--- config.mk ---
export PLATFORM = sky130hd
export DESIGN_NAME = id_ex_stage_reg_flat
export DESIGN_NICKNAME = d
export VERILOG_FILES = /design/src/rtl/id_ex_if.sv /design/src/rtl/id_ex_stage_reg.sv /design/src/flat_wrapper.sv
export SDC_FILE = /design/constraint.sdc
export NUM_CORES = 1
export LEC_CHECK = 0
export BUFFER_PORTS_ARGS = -buffer_cell sky130_fd_sc_hd__buf_4
export CAP_MARGIN = 10
export CORE_ASPECT_RATIO = 1.25
export CORE_MARGIN = 10
export CORE_UTILIZATION = 31
export CTS_CLUSTER_DIAMETER = 150
export CTS_CLUSTER_SIZE = 14
export DETAILED_ROUTE_END_ITERATION = 7
export PLACE_DENSITY_LB_ADDON = 0.2
export SLEW_MARGIN = 40
export SYNTH_ARGS = -nofsm -noshare
export SYNTH_HDL_FRONTEND = slang
export SYNTH_SLANG_ARGS = --single-unit
--- constraint.sdc ---
create_clock -name clk -period 0.8 [get_ports clk]
set_input_delay 0.04 -clock clk [delete_from_list [all_inputs] [get_ports clk]]
set_output_delay 0.04 -clock clk [all_outputs]
set_load 0.05 [all_outputs]
--- src/rtl/id_ex_if.sv ---
// id_ex_if: ID->EX stage bundle (decode fields in, registered EX fields and stall out)
interface id_ex_if #(parameter int DATA_W = 32, parameter int CNT_W = 16);
  logic              id_valid, id_MemtoReg, id_MemWrite, id_MemRead, id_Branch, id_ALUSrc, id_RegDst, id_RegWrite;
  logic [1:0]        id_ALUOp;
  logic [DATA_W-1:0] id_pc4, id_rd1, id_rd2, id_imm;
  logic [4:0]        id_rs, id_rt, id_rd;
  logic [5:0]        id_funct;
  logic              flush;
  logic              ex_valid, ex_MemtoReg, ex_MemWrite, ex_MemRead, ex_Branch, ex_ALUSrc, ex_RegDst, ex_RegWrite;
  logic [1:0]        ex_ALUOp;
  logic [DATA_W-1:0] ex_pc4, ex_rd1, ex_rd2, ex_imm;
  logic [4:0]        ex_rs, ex_rt, ex_rd;
  logic [5:0]        ex_funct;
  logic              stall;
  logic [CNT_W-1:0]  stall_cnt;
  modport master (
    output id_valid, id_MemtoReg, id_MemWrite, id_MemRead, id_Branch, id_ALUSrc, id_RegDst, id_RegWrite,
           id_ALUOp, id_pc4, id_rd1, id_rd2, id_imm, id_rs, id_rt, id_rd, id_funct, flush,
    input  ex_valid, ex_MemtoReg, ex_MemWrite, ex_MemRead, ex_Branch, ex_ALUSrc, ex_RegDst, ex_RegWrite,
           ex_ALUOp, ex_pc4, ex_rd1, ex_rd2, ex_imm, ex_rs, ex_rt, ex_rd, ex_funct, stall, stall_cnt
  );
  modport slave (
    input  id_valid, id_MemtoReg, id_MemWrite, id_MemRead, id_Branch, id_ALUSrc, id_RegDst, id_RegWrite,
           id_ALUOp, id_pc4, id_rd1, id_rd2, id_imm, id_rs, id_rt, id_rd, id_funct, flush,
    output ex_valid, ex_MemtoReg, ex_MemWrite, ex_MemRead, ex_Branch, ex_ALUSrc, ex_RegDst, ex_RegWrite,
           ex_ALUOp, ex_pc4, ex_rd1, ex_rd2, ex_imm, ex_rs, ex_rt, ex_rd, ex_funct, stall, stall_cnt
  );
endinterface

--- src/rtl/id_ex_stage_reg.sv ---
// id_ex_stage_reg: ID/EX pipeline register with flush/bubble insertion and load-use stall.
// Define ID_EX_HAZARD_DETECT_EN to enable load-use detection and the stall counter.
module id_ex_stage_reg #(parameter int DATA_W = 32, parameter int CNT_W = 16) (
  input logic   clk,
  input logic   rst_n,
  id_ex_if.slave p
);
  localparam int W = 4 * DATA_W + 31;
  logic [W-1:0]     d, q;
  logic [CNT_W-1:0] cnt;
  logic             hz, load;
`ifdef ID_EX_HAZARD_DETECT_EN
  logic uses_rt;
  assign uses_rt = !p.id_ALUSrc | p.id_MemWrite;
  assign hz = !p.flush & p.id_valid & p.ex_valid & p.ex_MemRead & (p.ex_rt != 5'd0) &
              ((p.ex_rt == p.id_rs) | (uses_rt & (p.ex_rt == p.id_rt)));
  always_ff @(posedge clk or negedge rst_n)
    if (!rst_n) cnt <= '0;
    else if (hz && cnt != '1) cnt <= cnt + 1'b1;
`else
  assign hz  = 1'b0;
  assign cnt = '0;
`endif
  assign p.stall     = hz;
  assign p.stall_cnt = cnt;
  assign load = !p.flush & !hz & p.id_valid;
  assign d = {p.id_valid, p.id_MemtoReg, p.id_MemWrite, p.id_MemRead, p.id_Branch, p.id_ALUSrc,
              p.id_RegDst, p.id_RegWrite, p.id_ALUOp, p.id_pc4, p.id_rd1, p.id_rd2, p.id_imm,
              p.id_rs, p.id_rt, p.id_rd, p.id_funct};
  // a bubble is an all-zero word, so X on unsupported-opcode controls never reaches EX
  always_ff @(posedge clk or negedge rst_n)
    if (!rst_n) q <= '0;
    else q <= load ? d : '0;
  assign {p.ex_valid, p.ex_MemtoReg, p.ex_MemWrite, p.ex_MemRead, p.ex_Branch, p.ex_ALUSrc,
          p.ex_RegDst, p.ex_RegWrite, p.ex_ALUOp, p.ex_pc4, p.ex_rd1, p.ex_rd2, p.ex_imm,
          p.ex_rs, p.ex_rt, p.ex_rd, p.ex_funct} = q;
endmodule

--- src/flat_wrapper.sv ---
// flat-port wrapper written by rule: the top's interface ports become plain ports
module id_ex_stage_reg_flat 
#(parameter int DATA_W = 32, parameter int CNT_W = 16)
  (clk, rst_n, p_id_valid, p_id_MemtoReg, p_id_MemWrite, p_id_MemRead, p_id_Branch, p_id_ALUSrc, p_id_RegDst, p_id_RegWrite, p_id_ALUOp, p_id_pc4, p_id_rd1, p_id_rd2, p_id_imm, p_id_rs, p_id_rt, p_id_rd, p_id_funct, p_flush, p_ex_valid, p_ex_MemtoReg, p_ex_MemWrite, p_ex_MemRead, p_ex_Branch, p_ex_ALUSrc, p_ex_RegDst, p_ex_RegWrite, p_ex_ALUOp, p_ex_pc4, p_ex_rd1, p_ex_rd2, p_ex_imm, p_ex_rs, p_ex_rt, p_ex_rd, p_ex_funct, p_stall, p_stall_cnt);
  id_ex_if #(.DATA_W(DATA_W), .CNT_W(CNT_W)) p_i ();
  input logic clk;
  input logic rst_n;
  input wire logic [$bits(p_i.id_valid)-1:0] p_id_valid;
  input wire logic [$bits(p_i.id_MemtoReg)-1:0] p_id_MemtoReg;
  input wire logic [$bits(p_i.id_MemWrite)-1:0] p_id_MemWrite;
  input wire logic [$bits(p_i.id_MemRead)-1:0] p_id_MemRead;
  input wire logic [$bits(p_i.id_Branch)-1:0] p_id_Branch;
  input wire logic [$bits(p_i.id_ALUSrc)-1:0] p_id_ALUSrc;
  input wire logic [$bits(p_i.id_RegDst)-1:0] p_id_RegDst;
  input wire logic [$bits(p_i.id_RegWrite)-1:0] p_id_RegWrite;
  input wire logic [$bits(p_i.id_ALUOp)-1:0] p_id_ALUOp;
  input wire logic [$bits(p_i.id_pc4)-1:0] p_id_pc4;
  input wire logic [$bits(p_i.id_rd1)-1:0] p_id_rd1;
  input wire logic [$bits(p_i.id_rd2)-1:0] p_id_rd2;
  input wire logic [$bits(p_i.id_imm)-1:0] p_id_imm;
  input wire logic [$bits(p_i.id_rs)-1:0] p_id_rs;
  input wire logic [$bits(p_i.id_rt)-1:0] p_id_rt;
  input wire logic [$bits(p_i.id_rd)-1:0] p_id_rd;
  input wire logic [$bits(p_i.id_funct)-1:0] p_id_funct;
  input wire logic [$bits(p_i.flush)-1:0] p_flush;
  output wire logic [$bits(p_i.ex_valid)-1:0] p_ex_valid;
  output wire logic [$bits(p_i.ex_MemtoReg)-1:0] p_ex_MemtoReg;
  output wire logic [$bits(p_i.ex_MemWrite)-1:0] p_ex_MemWrite;
  output wire logic [$bits(p_i.ex_MemRead)-1:0] p_ex_MemRead;
  output wire logic [$bits(p_i.ex_Branch)-1:0] p_ex_Branch;
  output wire logic [$bits(p_i.ex_ALUSrc)-1:0] p_ex_ALUSrc;
  output wire logic [$bits(p_i.ex_RegDst)-1:0] p_ex_RegDst;
  output wire logic [$bits(p_i.ex_RegWrite)-1:0] p_ex_RegWrite;
  output wire logic [$bits(p_i.ex_ALUOp)-1:0] p_ex_ALUOp;
  output wire logic [$bits(p_i.ex_pc4)-1:0] p_ex_pc4;
  output wire logic [$bits(p_i.ex_rd1)-1:0] p_ex_rd1;
  output wire logic [$bits(p_i.ex_rd2)-1:0] p_ex_rd2;
  output wire logic [$bits(p_i.ex_imm)-1:0] p_ex_imm;
  output wire logic [$bits(p_i.ex_rs)-1:0] p_ex_rs;
  output wire logic [$bits(p_i.ex_rt)-1:0] p_ex_rt;
  output wire logic [$bits(p_i.ex_rd)-1:0] p_ex_rd;
  output wire logic [$bits(p_i.ex_funct)-1:0] p_ex_funct;
  output wire logic [$bits(p_i.stall)-1:0] p_stall;
  output wire logic [$bits(p_i.stall_cnt)-1:0] p_stall_cnt;
  assign p_i.id_valid = p_id_valid;
  assign p_i.id_MemtoReg = p_id_MemtoReg;
  assign p_i.id_MemWrite = p_id_MemWrite;
  assign p_i.id_MemRead = p_id_MemRead;
  assign p_i.id_Branch = p_id_Branch;
  assign p_i.id_ALUSrc = p_id_ALUSrc;
  assign p_i.id_RegDst = p_id_RegDst;
  assign p_i.id_RegWrite = p_id_RegWrite;
  assign p_i.id_ALUOp = p_id_ALUOp;
  assign p_i.id_pc4 = p_id_pc4;
  assign p_i.id_rd1 = p_id_rd1;
  assign p_i.id_rd2 = p_id_rd2;
  assign p_i.id_imm = p_id_imm;
  assign p_i.id_rs = p_id_rs;
  assign p_i.id_rt = p_id_rt;
  assign p_i.id_rd = p_id_rd;
  assign p_i.id_funct = p_id_funct;
  assign p_i.flush = p_flush;
  assign p_ex_valid = p_i.ex_valid;
  assign p_ex_MemtoReg = p_i.ex_MemtoReg;
  assign p_ex_MemWrite = p_i.ex_MemWrite;
  assign p_ex_MemRead = p_i.ex_MemRead;
  assign p_ex_Branch = p_i.ex_Branch;
  assign p_ex_ALUSrc = p_i.ex_ALUSrc;
  assign p_ex_RegDst = p_i.ex_RegDst;
  assign p_ex_RegWrite = p_i.ex_RegWrite;
  assign p_ex_ALUOp = p_i.ex_ALUOp;
  assign p_ex_pc4 = p_i.ex_pc4;
  assign p_ex_rd1 = p_i.ex_rd1;
  assign p_ex_rd2 = p_i.ex_rd2;
  assign p_ex_imm = p_i.ex_imm;
  assign p_ex_rs = p_i.ex_rs;
  assign p_ex_rt = p_i.ex_rt;
  assign p_ex_rd = p_i.ex_rd;
  assign p_ex_funct = p_i.ex_funct;
  assign p_stall = p_i.stall;
  assign p_stall_cnt = p_i.stall_cnt;
  id_ex_stage_reg #(.DATA_W(DATA_W), .CNT_W(CNT_W)) u_core (.clk(clk), .rst_n(rst_n), .p(p_i));
endmodule
# After elaboration in Yosys (flattened, before gate mapping)
# Cells that the tools add are included.
totals:
  reg_bits: 159
  in_bits: 162
  output_inout_bits: 176
  elab_cells: 4
op_classes:
  mux: 1
  bitwise: 1
  reduce_logical: 1
op_table:
  columns: ["op", "count"]
  rows:
  - ["159-bit 2-to-1 mux", 1]
  - ["1-bit bitwise AND", 1]
  - ["1-bit logical NOT", 1]

# Longest topological paths before layout
# Gate-level depths: netlist (run 1).
depth:
  depth_word: 3
  depth_mapped: 3
  mapped_depth_nobuf: 1

# Least setup slack after synthesis (run 1)
# Ideal clock, no wire load.
synth_path:
  path_kind: "flip-flop to output port"
  start: "register u_core.q[149]"
  end: "output p_ex_ALUOp[0]"
  arrival_ps: 586
  required_time_ps: 760
  path_slack_ps: 174
  stages_incl_launch_ff: 1
  n_path_buf: 0
  cell_sequence: "dfrtp_1"
synth_lines:
  columns: ["element", "line", "rtl"]
  rows:
  - ["from (decl)", "id_ex_stage_reg.sv:9", "logic [W-1:0] d, q;"]
  - ["from (signal assigned)", "id_ex_stage_reg.sv:33", "else q <= load ? d : '0;"]
  - ["to (decl)", "flat_wrapper.sv:34", "output wire logic [$bits(p_i.ex_ALUOp)-1:0] p_ex_ALUOp;"]
# No word-level cell between the ends.

# Worst setup path after layout (run 1)
layout_path:
  start: "register u_core.q[34]"
  end: "output p_ex_imm[13]"
layout_lines:
  columns: ["element", "line", "rtl"]
  rows:
  - ["to (decl)", "flat_wrapper.sv:38", "output wire logic [$bits(p_i.ex_imm)-1:0] p_ex_imm;"]
# No word-level cell between the ends.

==> results.md, run 1 <==
| Group | Quantity | Value |
|---|---|---|
| outcome | Run status | finished, violations left |
| outcome | Violations in the final reports | negative setup slack |
| yosys | Main combinational cell family by area after synthesis | simple AND/OR/NAND/NOR gates |
| detailed routing | Number of search-and-repair iterations in the first detailed-routing pass | 5 |
| detailed routing | Wire length reported by the detailed router | 20,600 um |
| yosys | Largest cells by area after synthesis | sky130_fd_sc_hd__dfrtp_1, sky130_fd_sc_hd__and3b_1, sky130_fd_sc_hd__buf_4 |
| place | Final HPWL DP | 14,300 um |
| detailed routing | Post-detailed-route via-to-cell ratio | 4.33 |
| global routing | First-pass GRT wire length | 31,400 um |
| yosys | Fraction of synthesized cell area taken by the top area cell type | 0.691 |
| yosys | Post-synthesis sequential element count | 159 |
| pwr | Power density normalized to cell area | 1830 mW/mm^2 |
| timing | Final setup viols | 159 |
| global routing | Total global routing track utilization | 0.165 |
| run | Max-capacitance violation count | 0 |
| yosys | Library cell occupying the most area in the post-synthesis netlist | sky130_fd_sc_hd__dfrtp_1 |
| setup path | CP Launch Type | flip-flop |
| global routing | Fraction of met2 tracks used by global routing | 0.272 |
| floorplanning | Starting utilization of the core area | 0.317 |
| place | Port buffer count | 320 |
| clock tree | Htree depth | 4 |
| finish | Register ranked first by flip-flop count | u_core.q |
| yosys | Multiplexer share of the synthesized area | 0 |
| setup path | Series of cell instances along the critical path | buf_6 |
| yosys | Number of different library cells in the post-synthesis netlist | 9 |
| yosys | Combined area of all synthesized cells | 0.00576 mm^2 |
| finish | Layout net count | 1,010 |
| floorplanning | Horizontal die dimension | 142 um |
| yosys | Share of the yosys chip area belonging to registers | 0.691 |
| yosys | Gate Count Post-Synth | 370 |
| pwr | Maximum resistive drop on vdd | 0.00121 V |
| setup path | Kind of cell adding the most delay to the critical path | flip-flops |
| yosys | Synth Area in XOR/XNOR | 0 |
| setup path | Highest fanout seen on the critical path | 1 |
| floorplanning | Die Span Y | 172 um |
| finish | Syn-to-layout area delta | 93.1% |
| floorplanning | Die Outline Area | 0.0245 mm^2 |
| yosys | Number of enable-type register cells in the synthesized netlist | 0 |
| global routing | Met1 usage in global routing | 0.188 |
| clock tree | CTS clock-pin slew for the worst setup and hold paths | 0.07 ns |
| global routing | Largest net degree at the start of global routing | 78 |
| detailed routing | Routed via count | 4,724 |
| clock tree | Clock tree sinks | 159 |
| setup path | Arrival time reported for the critical path endpoint | 0.99 ns |
| yosys | Dominant synthesized flop cell | sky130_fd_sc_hd__dfrtp_1 |
| place | Gpl congestion | 0.698 |
| clock tree | Worst-case clock buffer depth | 2 |
| detailed routing | Initial drt markers | 136 |
| yosys | Post-Synth Simple-Gate Area | 0.243 |
| clock tree | TritonCTS Buffers | 17 |
| clock tree | Clk Tree Root Cell | sky130_fd_sc_hd__clkbuf_16 |
| detailed routing | Routed length per placed instance | 18.9 um |
| clock tree | Setup fix buffers added after clock tree synthesis | 0 |
| floorplanning | Total I/O pin count | 338 |
| timing | Achievable Freq | 975 MHz |
| detailed routing | Final ANT Viol Nets | 0 |
| min path | Path class of the lowest-slack min-delay path | input pin to async pin |
| floorplanning | Area of the placeable core | 0.0182 mm^2 |
| detailed routing | DR DRC count | 0 |
| global routing | Via count of the first global-routing pass | 5,433 |
| setup path | Cell type of the slowest stage on the worst timing path | sky130_fd_sc_hd__dfrtp_1 |
| finish | Share of final-layout standard cells stronger than drive strength 1 | 0.434 |
| global routing | GRT Max-Usage Layer | met2 |
| finish | Biggest regs | u_core.q x159 |
| global routing | Initial antenna violation count | 1 |
| yosys | Synth warn | 0 |
| place | Post-DP Area | 0.00834 mm^2 |
| pwr | Leakage power of the design | 6.10 nW |
| setup path | Critical setup path kind | flip-flop to output port |
| timing | Unrepaired setup endpoints after global routing | true |
| floorplanning | Number of standard-cell rows in the floorplan | 55 |
| finish | Max reg flops | 159 |
| yosys | Top-count cell post-synth | sky130_fd_sc_hd__dfrtp_1 |
| timing | Final worst path period share | 1.28 |
| setup path | Max stage delay on crit path | 0.40 ns |
| setup path | Critical Path RT | 0.76 ns |
| finish | Post-route design area | 0.0111 mm^2 |
| yosys | Commonest cells post-synth | sky130_fd_sc_hd__dfrtp_1, sky130_fd_sc_hd__and3b_1, sky130_fd_sc_hd__buf_4 |
| timing | Number of pins with negative max-slew slack in the final report | 0 |
| setup path | CP Buf/Inv Count | 1 |
| global routing | M3 GR Usage | 0.0755 |
| clock tree | TritonCTS clock tree | done |
| timing | Number of failing hold endpoints at the final stage | 0 |
| timing | Shortest clock period the worst path allows after layout | 1.03 ns |
| yosys | Compound-Gate Fraction of Synth Area | 0 |
| yosys | Area share of fa/ha/maj cells after synthesis | 0 |
| setup path | Element type at the critical path end | output port |
| pwr | Overall power consumption | 20.4 mW |
| yosys | Fraction of registers with async set/reset | 1.00 |
| timing | Fin worst setup slack | -0.226 ns |
| yosys | Mean Syn Cell Area | 15.6 um^2 |
| global routing | Aggregate global routing overflow | 0 |
logic make-up after synthesis:
logic type,Yosys count
other cells,1
flops,159
simple gates,159
buf+inv,51
layer usage:
metal | share of wire | wire [um] | vias up
met5 | 0 | 0 | -
met4 | 0.014 | 297 | 0
met3 | 0.097 | 2000 | 15
met2 | 0.50 | 10400 | 234
met1 | 0.39 | 7950 | 2296
li1 | - | - | 2179
cells in the final DEF, fill, tap and decap left out:
cell type | netlist | layout
sky130_fd_sc_hd__conb_1 | 1 | 17
sky130_fd_sc_hd__and3b_2 | 9 | 9
sky130_fd_sc_hd__nor2b_1 | 1 | 1
sky130_fd_sc_hd__inv_6 | 0 | 4
sky130_fd_sc_hd__bufinv_16 | 0 | 1
sky130_fd_sc_hd__buf_12 | 0 | 8
sky130_fd_sc_hd__diode_2 | 0 | 1
sky130_fd_sc_hd__inv_8 | 0 | 2
sky130_fd_sc_hd__buf_6 | 12 | 161
sky130_fd_sc_hd__dfrtp_1 | 159 | 159
sky130_fd_sc_hd__clkbuf_1 | 4 | 1
sky130_fd_sc_hd__clkinvlp_4 | 0 | 3
sky130_fd_sc_hd__clkbuf_8 | 0 | 1
sky130_fd_sc_hd__clkbuf_16 | 0 | 17
sky130_fd_sc_hd__dlygate4sd3_1 | 0 | 160
sky130_fd_sc_hd__clkinv_4 | 0 | 1
sky130_fd_sc_hd__buf_4 | 19 | 165
sky130_fd_sc_hd__and3b_1 | 149 | 149
sky130_fd_sc_hd__clkinv_2 | 0 | 2
stage by stage:
step	utilization	instances	hold slack (ns)	setup WS, ns	setup TNS (ns)
after CTS	0.612	1089	0.0678	-0.256	-33.79
after detailed placement	0.459	897	-0.0570	0.00234	0
after global placement	0.459	897	-0.0683	0.0393	0
after global routing	0.612	1090	0.0934	-0.269	-36.15
final	0.612	1090	0.0886	-0.226	-29.23
after floorplan	-	386	-0.256	0.174	0
what timing repair did:
action,in CTS,in global routing
setup endpoints to repair,159,164
hold buffers,160,0
endpoints found under the hold margin,318,0
resized for setup,159,1
path summary, 6_finish.rpt:
path	slack (ns)	cells after the start	start	to
worst max-delay path	-0.23	1	u_core.q[34]	p_ex_imm[13]
worst min-delay path	0.09	2	rst_n	u_core.q[109]
max in group asynchronous	0.19	3	rst_n	u_core.q[45]
min in group clk	0.11	3	p_id_valid	u_core.q[158]
where the power goes:
part	leakage (nW)	switching, mW	internal, mW
Clock	0.275	3.34	4.44
Sequential	2.14	0.158	8.35
Combinational	3.69	2.18	1.93
cell type report:
cell class | count | area, um^2
fillers | 1342 | 7050
clock inverters | 13 | 129
well taps | 228 | 285
multi-input cells | 176 | 1470
flip-flops and latches | 159 | 3980
diodes | 1 | 2.50
repair buffers | 494 | 4810
clock buffers | 19 | 443
(Power assumes the default switching activity.)
==> run 2: changes to the inputs <==
--- a/config.mk
+++ b/config.mk
@@ -13,7 +13,7 @@
 export CTS_CLUSTER_DIAMETER = 150
 export CTS_CLUSTER_SIZE = 14
 export DETAILED_ROUTE_END_ITERATION = 7
-export PLACE_DENSITY_LB_ADDON = 0.2
+export PLACE_DENSITY = 0.69
 export SLEW_MARGIN = 40
 export SYNTH_ARGS = -nofsm -noshare
 export SYNTH_HDL_FRONTEND = slang
==> constraint.sdc (replaced) <==
create_clock -name clk -period 0.8 [get_ports clk]
set_input_delay 0.12 -clock clk [delete_from_list [all_inputs] [get_ports clk]]
set_output_delay 0.12 -clock clk [all_outputs]
set_load 0.05 [all_outputs]
==> run 2 against run 1 <==
Effect of this change: the flow still finishes with violations (negative setup slack); via count rose by 1.9%; non-clock buffer count did not move; sequential power barely moved; first-iteration DRC count rose by 14%; largest power group unchanged; highest routed layer is now met5; cell area fell by 0.30%.
==> results.md, run 2 (same netlist as run 1, synthesis figures left out) <==
| Group | Quantity | Value | Delta |
|---|---|---|---|
| timing | Number of pins with negative max-slew slack in the final report | 0 | unchanged |
| place | Final HPWL DP | 14,100 um | was 14,300 um |
| pwr | Leakage power of the design | 6.09 nW | was 6.10 nW |
| pwr | Overall power consumption | 20.4 mW | about the same |
| min path | Path class of the lowest-slack min-delay path | input pin to flip-flop | was input pin to async pin |
| place | Pre-CTS setup slack | -0.0722 ns | was 0.00234 ns |
| min path | Hold path start | p_id_imm[28] |  |
| pwr | Net switching power of the design | 5.78 mW | was 5.69 mW |
| global routing | Total global routing track utilization | 0.173 | was 0.165 |
| setup path | Critical Path RT | 0.68 ns | was 0.76 ns |
| min path | Cells on Worst Hold Path | 2 |  |
| setup path | Max stage delay on crit path | 0.41 ns | was 0.40 ns |
| detailed routing | Routed length per placed instance | 19.7 um | was 18.9 um |
| finish | Commonest non-fill, non-tap cell in the layout | sky130_fd_sc_hd__buf_4 | unchanged |
| setup path | Cell type of the slowest stage on the worst timing path | sky130_fd_sc_hd__dfrtp_1 | unchanged |
| setup path | Series of cell instances along the critical path | buf_6 | unchanged |
| place | Gpl congestion | 0.801 | was 0.698 |
| pwr | Share of total power consumed by net switching | 0.283 | was 0.279 |
| finish | Final standard cell utilization of the core | 0.610 | was 0.612 |
| global routing | Largest net degree at the start of global routing | 78 | unchanged |
| clock tree | Clk Tree Root Cell | sky130_fd_sc_hd__clkbuf_16 | unchanged |
| detailed routing | Final ANT Viol Nets | 0 | unchanged |
| global routing | Via count of the first global-routing pass | 5,766 | was 5,433 |
| setup path | CP Launch Type | flip-flop | unchanged |
| setup path | Kind of cell adding the most delay to the critical path | flip-flops | unchanged |
| floorplanning | Total I/O pin count | 338 | unchanged |
| timing | Final worst path period share | 1.39 | was 1.28 |
| clock tree | TritonCTS Buffers | 17 | unchanged |
| timing | Minimum hold slack | 0.0106 ns | was 0.0886 ns |
| finish | Max reg flops | 159 | unchanged |
| pwr | Clock power frac | 0.383 | was 0.382 |
| global routing | First-pass GRT wire length | 32,800 um | was 31,400 um |
| floorplanning | Number of standard-cell rows in the floorplan | 55 | unchanged |
| place | Port buffer count | 320 | unchanged |
| clock tree | Htree depth | 4 | unchanged |
| clock tree | TritonCTS clock tree | done | unchanged |
| clock tree | CTS clock-pin slew for the worst setup and hold paths | 0.07 ns | about the same |
| detailed routing | Post-detailed-route via-to-cell ratio | 4.41 | was 4.33 |
| finish | Syn-to-layout area delta | 92.5% | was 93.1% |
| setup path | Element type at the critical path end | output port | unchanged |
| run | Max-capacitance violation count | 0 | unchanged |
| timing | Achievable Freq | 899 MHz | was 975 MHz |
| timing | Fin worst setup slack | -0.312 ns | was -0.226 ns |
| min path | Endpoint of the worst hold path | u_core.q[49] |  |
| clock tree | Clock tree sinks | 159 | unchanged |
| global routing | Initial antenna violation count | 3 | was 1 |
| timing | Final setup viols | 159 | unchanged |
| floorplanning | Starting utilization of the core area | 0.317 | unchanged |
| timing | Shortest clock period the worst path allows after layout | 1.11 ns | was 1.03 ns |
| place | Post-DP Area | 0.00833 mm^2 | was 0.00834 mm^2 |
| pwr | Part of the total power dissipated in combinational logic | 0.201 | about the same |
| setup path | Arrival time reported for the critical path endpoint | 0.99 ns | about the same |
| pwr | Sequential group share of total power | 0.416 | was 0.417 |
| setup path | Highest fanout seen on the critical path | 1 | unchanged |
| outcome | Run status | finished, violations left | unchanged |
| floorplanning | Die Span Y | 172 um | unchanged |
| clock tree | Worst-case clock buffer depth | 2 | unchanged |
| pwr | Power density normalized to cell area | 1840 mW/mm^2 | was 1830 mW/mm^2 |
| clock tree | Setup fix buffers added after clock tree synthesis | 0 | unchanged |
| finish | Biggest regs | u_core.q x159 | unchanged |
| global routing | Aggregate global routing overflow | 0 | unchanged |
| detailed routing | Number of search-and-repair iterations in the first detailed-routing pass | 4 | was 5 |
| detailed routing | Initial drt markers | 155 | was 136 |
| floorplanning | Die Outline Area | 0.0245 mm^2 | unchanged |
| finish | Layout net count | 1,010 | unchanged |
| floorplanning | Area of the placeable core | 0.0182 mm^2 | unchanged |
| outcome | Violations in the final reports | negative setup slack | unchanged |
| pwr | Maximum resistive drop on vdd | 0.00120 V | was 0.00121 V |
| floorplanning | Horizontal die dimension | 142 um | unchanged |
| setup path | CP Buf/Inv Count | 1 | unchanged |
| pwr | Internal | 14.7 mW | about the same |
| timing | Unrepaired setup endpoints after global routing | true | unchanged |
| setup path | Critical setup path kind | flip-flop to output port | unchanged |
| timing | Number of failing hold endpoints at the final stage | 0 | unchanged |
| detailed routing | Routed via count | 4,814 | was 4,724 |
| finish | Share of final-layout standard cells stronger than drive strength 1 | 0.437 | was 0.434 |
| detailed routing | Wire length reported by the detailed router | 21,500 um | was 20,600 um |
| detailed routing | DR DRC count | 0 | unchanged |
| finish | Post-route design area | 0.0111 mm^2 | about the same |
| finish | Register ranked first by flip-flop count | u_core.q | unchanged |
| finish | Most frequent cells in the layout | sky130_fd_sc_hd__buf_4, sky130_fd_sc_hd__buf_6, sky130_fd_sc_hd__dfrtp_1, sky130_fd_sc_hd__dlygate4sd3_1, sky130_fd_sc_hd__and3b_1 | was sky130_fd_sc_hd__buf_4, sky130_fd_sc_hd__buf_6, sky130_fd_sc_hd__dlygate4sd3_1, sky130_fd_sc_hd__dfrtp_1, sky130_fd_sc_hd__and3b_1 |
run 2: cell types whose count changed in the layout (fill, tap and decap cells not counted), moves of 2 or more:
cell	change
sky130_fd_sc_hd__buf_12	-2
sky130_fd_sc_hd__buf_4	+5
sky130_fd_sc_hd__clkinv_4	+2
sky130_fd_sc_hd__diode_2	+2
sky130_fd_sc_hd__dlygate4sd3_1	-2
sky130_fd_sc_hd__inv_8	-2
run 2: worst max path at each step:
stage | startpoint | endpoint | slack (ns) | cells past startpoint
detailed placement | p_flush | u_core.q[124] | -0.07 | 3
finish | u_core.q[99] | p_ex_rd1[14] | -0.31 | 1
CTS | u_core.q[99] | p_ex_rd1[14] | -0.33 | 1
global route | u_core.q[99] | p_ex_rd1[14] | -0.34 | 1
floorplan | u_core.q[149] | p_ex_ALUOp[0] | 0.09 | 0
global placement | p_flush | u_core.q[143] | -0.04 | 3
run 2: metrics by stage:
stage | TNS [ns] | instances
after global routing | -49.35 | 1090
after detailed placement | -6.34 | 899
after global placement | -2.15 | 899
final | -42.81 | 1091
after CTS | -46.96 | 1088
after floorplan | 0 | 386
run 2: power groups by stage:
| stage | sequential, mW | clock, mW | combinational, mW |
|---|---|---|---|
| 6_report | 8.50 | 7.82 | 4.12 |
| 5_1_grt | 8.53 | 8.37 | 4.34 |
| 4_1_cts | 8.50 | 8.03 | 4.10 |
| 3_5_place_dp | 8.59 | 0 | 3.26 |
| 3_3_place_gp | 8.58 | 0 | 3.20 |
| 2_1_floorplan | 9.70 | 0 | 0.734 |
run 2: timing repair:
item	CTS	global route
hold endpoints to repair	316	0
endpoints found under the setup margin	159	159
pin swaps	0	0
hold buffers	158	0
resized for setup	159	0
run 2: cell type report:
class                   count  area, um^2
well taps                 228         285
multi-input cells         176        1470
flip-flops and latches    159        3980
clock buffers              18         439
clock inverters            13         128
repair buffers            494        4780
diodes                      3        7.51
fillers                  1288        7080
run 2: routing by layer:
| metal | wire [um] | track usage | vias to the layer above | share of wire |
|---|---|---|---|---|
| met3 | 1990 | 0.0752 | 31 | 0.093 |
| met5 | 13 | 0 | - | 0.00061 |
| met1 | 7810 | 0.184 | 2357 | 0.36 |
| li1 | - | - | 2179 | - |
| met2 | 11100 | 0.295 | 245 | 0.52 |
| met4 | 520 | 0.0668 | 2 | 0.024 |
